`src/rtl/uart_pkg.sv`:
```
// Shared UART definitions: FSM state encoding, default bit timing, frame-length helper.
// Latency: n/a (types and constants only).
// Backpressure: n/a.
package uart_pkg;

    localparam int DEFAULT_CLKS_PER_BIT = 868;

    typedef enum logic [2:0] {
        IDLE   = 3'd0,
        START  = 3'd1,
        DATA   = 3'd2,
        PARITY = 3'd3,
        STOP   = 3'd4
    } uart_state_t;

    // Pop-to-pop period of back-to-back frames, including the single idle cycle.
    function automatic int frame_cycles(input int clks_per_bit, input int data_bits,
                                        input int parity_en, input int stop_bits);
        return (1 + data_bits + parity_en + stop_bits) * clks_per_bit + 1;
    endfunction

endpackage

```
`src/rtl/uart_baud_counter.sv`:
```
// Bit-period counter: runs 0..CLKS_PER_BIT-1 and wraps, held at 0 while clear_i is high.
// Latency: tick_o is combinational from the count register.
// Backpressure: none; free-running unless cleared.
module uart_baud_counter
    import uart_pkg::*;
#(
    parameter int CLKS_PER_BIT = DEFAULT_CLKS_PER_BIT
) (
    input  logic clk_i,
    input  logic reset_i,
    input  logic clear_i,
    output logic tick_o
);

    localparam int CNT_W = $clog2(CLKS_PER_BIT);

    logic [CNT_W-1:0] cnt_q;

    assign tick_o = (cnt_q == CNT_W'(CLKS_PER_BIT - 1));

    always_ff @(posedge clk_i) begin
        if (reset_i || clear_i) begin
            cnt_q <= '0;
        end else if (tick_o) begin
            cnt_q <= '0;
        end else begin
            cnt_q <= cnt_q + 1'b1;
        end
    end

endmodule

```
`src/rtl/uart_fifo_tx.sv`:
```
// UART transmitter draining a FIFO: pops a word when idle, sends start/data(LSB first)/parity/stop.
// Latency: start bit appears on tx_o one cycle after the pop cycle.
// Backpressure: pops only while idle and the FIFO is non-empty; empty mid-frame is ignored.
module uart_fifo_tx
    import uart_pkg::*;
#(
    parameter int CLKS_PER_BIT = DEFAULT_CLKS_PER_BIT,
    parameter int DATA_BITS    = 8,
    parameter int PARITY_EN    = 0,
    parameter int PARITY_ODD   = 0,
    parameter int STOP_BITS    = 1
) (
    input  logic                 clk_i,
    input  logic                 reset_i,
    input  logic                 fifo_empty_i,
    input  logic [DATA_BITS-1:0] fifo_rdata_i,
    output logic                 fifo_read_o,
    output logic                 tx_o,
    output logic                 busy_o,
    output logic                 done_o
);

    // One bit wider than strictly needed so the index also covers the stop-bit count.
    localparam int BIT_W = $clog2(DATA_BITS + 1);

    uart_state_t          state_q, state_d;
    logic [DATA_BITS-1:0] shift_q, shift_d;
    logic                 parity_q, parity_d;
    logic [BIT_W-1:0]     bit_q, bit_d;
    logic                 tx_q, tx_d;
    logic                 tick;
    logic                 pop;
    logic                 done;

    assign pop = (state_q == IDLE) && !fifo_empty_i && !reset_i;

    uart_baud_counter #(
        .CLKS_PER_BIT(CLKS_PER_BIT)
    ) u_baud (
        .clk_i  (clk_i),
        .reset_i(reset_i),
        .clear_i(state_q == IDLE),
        .tick_o (tick)
    );

    always_comb begin
        state_d  = state_q;
        shift_d  = shift_q;
        parity_d = parity_q;
        bit_d    = bit_q;
        done     = 1'b0;
        case (state_q)
            IDLE: begin
                if (pop) begin
                    shift_d  = fifo_rdata_i;
                    parity_d = (^fifo_rdata_i) ^ (PARITY_ODD != 0);
                    bit_d    = '0;
                    state_d  = START;
                end
            end
            START: begin
                if (tick) state_d = DATA;
            end
            DATA: begin
                if (tick) begin
                    shift_d = shift_q >> 1;
                    if (bit_q == BIT_W'(DATA_BITS - 1)) begin
                        bit_d   = '0;
                        state_d = (PARITY_EN != 0) ? PARITY : STOP;
                    end else begin
                        bit_d = bit_q + 1'b1;
                    end
                end
            end
            PARITY: begin
                if (tick) state_d = STOP;
            end
            STOP: begin
                if (tick) begin
                    if (bit_q == BIT_W'(STOP_BITS - 1)) begin
                        done    = 1'b1;
                        bit_d   = '0;
                        state_d = IDLE;
                    end else begin
                        bit_d = bit_q + 1'b1;
                    end
                end
            end
            default: state_d = IDLE;
        endcase

        // Line level is decoded from the next state so tx_o is a clean register output.
        tx_d = 1'b1;
        case (state_d)
            START:   tx_d = 1'b0;
            DATA:    tx_d = shift_d[0];
            PARITY:  tx_d = parity_d;
            default: tx_d = 1'b1;
        endcase
    end

    always_ff @(posedge clk_i) begin
        if (reset_i) begin
            state_q  <= IDLE;
            shift_q  <= '0;
            parity_q <= 1'b0;
            bit_q    <= '0;
            tx_q     <= 1'b1;
        end else begin
            state_q  <= state_d;
            shift_q  <= shift_d;
            parity_q <= parity_d;
            bit_q    <= bit_d;
            tx_q     <= tx_d;
        end
    end

    assign fifo_read_o = pop;
    assign tx_o        = tx_q;
    assign busy_o      = (state_q != IDLE);
    assign done_o      = done && !reset_i;

endmodule

```
`config.mk`:
```
export PLATFORM = sky130hd
export DESIGN_NAME = uart_fifo_tx
export DESIGN_NICKNAME = d
export VERILOG_FILES = /design/src/rtl/uart_pkg.sv /design/src/rtl/uart_baud_counter.sv /design/src/rtl/uart_fifo_tx.sv
export SDC_FILE = /design/constraint.sdc
export NUM_CORES = 1
export LEC_CHECK = 0
export CORE_MARGIN = 4
export CORE_UTILIZATION = 55
export CTS_CLUSTER_DIAMETER = 50
export DETAILED_ROUTE_END_ITERATION = 6
export PLACE_DENSITY = 0.78
export SKIP_LAST_GASP = 1
export SLEW_MARGIN = 30
export SYNTH_ARGS = -nofsm -noshare
export SYNTH_HDL_FRONTEND = slang
export SYNTH_SLANG_ARGS = --single-unit
export TNS_END_PERCENT = 5
```
`constraint.sdc`:
```
create_clock -name clk_i -period 2.95 [get_ports clk_i]
set_clock_uncertainty 0.1 [all_clocks]
set_input_delay 0.4425 -clock clk_i [delete_from_list [all_inputs] [get_ports clk_i]]
set_output_delay 0.4425 -clock clk_i [all_outputs]
set_load 0.02 [all_outputs]
```
==> results of run 1 <==
[state kept, by name, summed over array words and instances, names as in the netlist]
| name | cells |
|---|---|
| shift_q | 8 |
| u_baud.cnt_q | 10 |
| tx_o | 1 |
| bit_q | 4 |
| state_q | 3 |
| parity_q | 1 |
[worst max-delay path by stage]
stage | endpoint | slack (ps) | cells after the start
after floorplan | done_o | 1080 | 4
after global placement | fifo_read_o | 340 | 4
after detailed placement | fifo_read_o | 320 | 4
after CTS | done_o | 50 | 5
after global routing | fifo_read_o | 270 | 4
final | fifo_read_o | 320 | 4
[final cells by class]
type	count	area, um^2	area share
Timing Repair Buffer	16	158	0.0998
Sequential cell	27	542	0.343
Tap cell	28	35.0	0.0222
Clock inverter	1	7.51	0.00475
Clock buffer	3	22.5	0.0143
Inverter	7	26.3	0.0166
Multi-Input combinational cell	118	788	0.499
[per-stage QoR]
step,hold slack [ps],worst slack [ps],utilization,instance area (um^2)
finish,355,319,0.687,1580
floorplan,330,1080,-,1390
global placement,341,343,0.669,1540
detailed placement,348,324,0.669,1540
global route,389,274,0.687,1580
CTS,368,46.2,0.685,1570
[worst max-delay path: stages]
cell and delay, ps:
clkdlybuf4s50_1 430, or3_1 420, nor3_4 160, clkdlybuf4s50_1 640
[layout by cell type, fill, tap and decap left out, types with 2 or more instances in the layout]
master	count
dfxtp_1	26
nor2_1	18
clkdlybuf4s50_1	13
nand2_1	12
xnor2_1	11
a21oi_1	11
a22oi_1	9
inv_1	7
nand3_1	6
xor2_1	5
nor3_1	4
nor3b_1	3
a211oi_1	3
ha_1	3
clkbuf_4	3
or3_1	2
and4_1	2
o21ai_0	2
buf_4	2
[layer usage]
metal | global-route usage | wire, um | up-vias
met1 | 0.220 | 1300 | 545
met2 | 0.294 | 1290 | 19
met3 | 0.0267 | 81 | 7
met4 | 0.103 | 70 | 0
met5 | 0 | 0 | -
li1 | - | - | 588
[logic make-up (layout without fill, tap and decap cells)]
group / Yosys count / count (layout)
flip-flops: 27 / 27
adder cells (fa/ha/maj): 3 / 3
XOR/XNOR: 16 / 16
buffers and inverters: 16 / 27
multiplexers: 1 / 1
AND/OR/NAND/NOR: 65 / 65
AO/OA/AOI/OAI: 33 / 33
[power breakdown]
group | internal (mW) | switching, mW
registers | 0.374 | 0.00684
logic | 0.0414 | 0.0414
clock network | 0.0521 | 0.116
==> impl_metrics.yaml, run 1 <==
run_status:
  status: "finished clean"
synthesis:
  synthTopCellsByCount: "27 x dfxtp_1, 18 x nor2_1, 12 x nand2_1"
  synth_top_area_cell: "dfxtp_1"
  avgSynthCellArea_um2: 8.63
  syn_inst: 161
  synth_area_leaders: "dfxtp_1 39%, xnor2_1 6.9%, a22oi_1 4.9%"
  synth-simple-area-share: 0.267
  synth.area.mux_share: 0.00811
  synth_seq_cells: 27
  yosys.cell_count.top_type: "dfxtp_1"
  async_reset_ff_frac: 0
  synthAdderAreaFrac: 0.0270
  syn-cell-area_mm2: 0.00139
  yosys_warnings: 0
  synth_compound_area_frac: 0.159
  ys_types: 44
  synth_top_family_by_area: "simple AND/OR/NAND/NOR gates"
  synth_xor_area_frac: 0.101
  yosysTopAreaCellShare: 0.389
  synth-edff-count: 0
  syn_nets: 175
  synth_top_flop_cell: "dfxtp_1"
  synth-seq-area-share: 0.389
floorplanning:
  rows: 17
  start_util: 0.605
  core_area_mm2: 0.00230
  io_pins: 15
  die_x_um: 58.3
  die_h_um: 58.3
  die_area_mm2: 0.00339
timing:
  report.final.setup_viol: 0
  fin_crit_ps: 2630
  tightest_slew_ps: 486
  maxSlewHeadroom: 0.675
  max_freq_mhz: 380
  period_share: 0.892
  maxSlewViolCount: 0
  hold_viol: 0
  setup_tns_ps: 0
  rsz0062_at_grt: "no"
worst_setup_path:
  required_ps: 2410
  reg2reg_to: "tx_o"
  critPathArrivalTime_ps: 2090
  crit_path_start: "fifo_empty_i"
  cp-end-kind: "output port"
  reg2reg_slack_ps: 860
  crit_type: "input port to output port"
  cp-start-kind: "input port"
  r2r_start: "u_baud.cnt_q[0]"
  rr_worst_depth: 6
  cp_max_fo: 2
clocking:
  cts_buffer_depth: 2
  postCtsSetupBuffers: 0
  cts_tree: "yes"
  cts.sinks: 27
  cts_buffers: 3
  clk_pin_slew_worst_paths_ps: 160
  cts_resized: 1
  h-tree-depth: 1
  insertion_delay_ps: 340
  cts_hold_buf: 0
  cts_root_buf: "clkbuf_4"
min_path:
  min_from: "u_baud.cnt_q[0]"
  min_path_cells: 1
  hold_path_end: "u_baud.cnt_q[0]"
  worstHoldPathType: "flip-flop to flip-flop"
power_and_ir_drop:
  p_leak_nw: 0.563
  finalPower_mw: 0.632
  power_density_mw_per_mm2: 400
  ir_worst_vdd_mv: 0.278
grt:
  antenna_found_initial: 0
  grt_usage: 0.178
  gr-total-overflow: 0
  grt_max_degree: 22
  grt_pass1_wl_um: 4800
  grt_pass1_vias: 1141
routing:
  wire_per_inst_um: 13.7
  drt_pre_antenna_iters: 4
  ant_nets: 0
  drt-total-wl_um: 2740
  initialDrtViolationCount: 25
  vias: 1159
  drc: 0
  vias_per_cell: 5.80
final_layout:
  antenna_cells: 0
  area_growth_pct: 13.7
  fillCellCount: 194
  drive_above_1_share: 0.0814
  nNetsFinal: 187
  instances_no_fill: 200
placement:
  port_buffers: 14
  gp_congestion: 0.853
  place_hpwl_um: 1980
  post-place-cells: 196
job:
  max-cap-violations: 0
Power figures use the tool's default switching activity.
==> run 2: changes to the inputs <==
--- a/config.mk
+++ b/config.mk
@@ -11,7 +11,7 @@
 export DETAILED_ROUTE_END_ITERATION = 6
 export PLACE_DENSITY = 0.78
 export SKIP_LAST_GASP = 1
-export SLEW_MARGIN = 30
+export SLEW_MARGIN = 10
 export SYNTH_ARGS = -nofsm -noshare
 export SYNTH_HDL_FRONTEND = slang
 export SYNTH_SLANG_ARGS = --single-unit
==> results of run 2 <==
The final DEF is identical to that of run 1; final timing and power are the same.
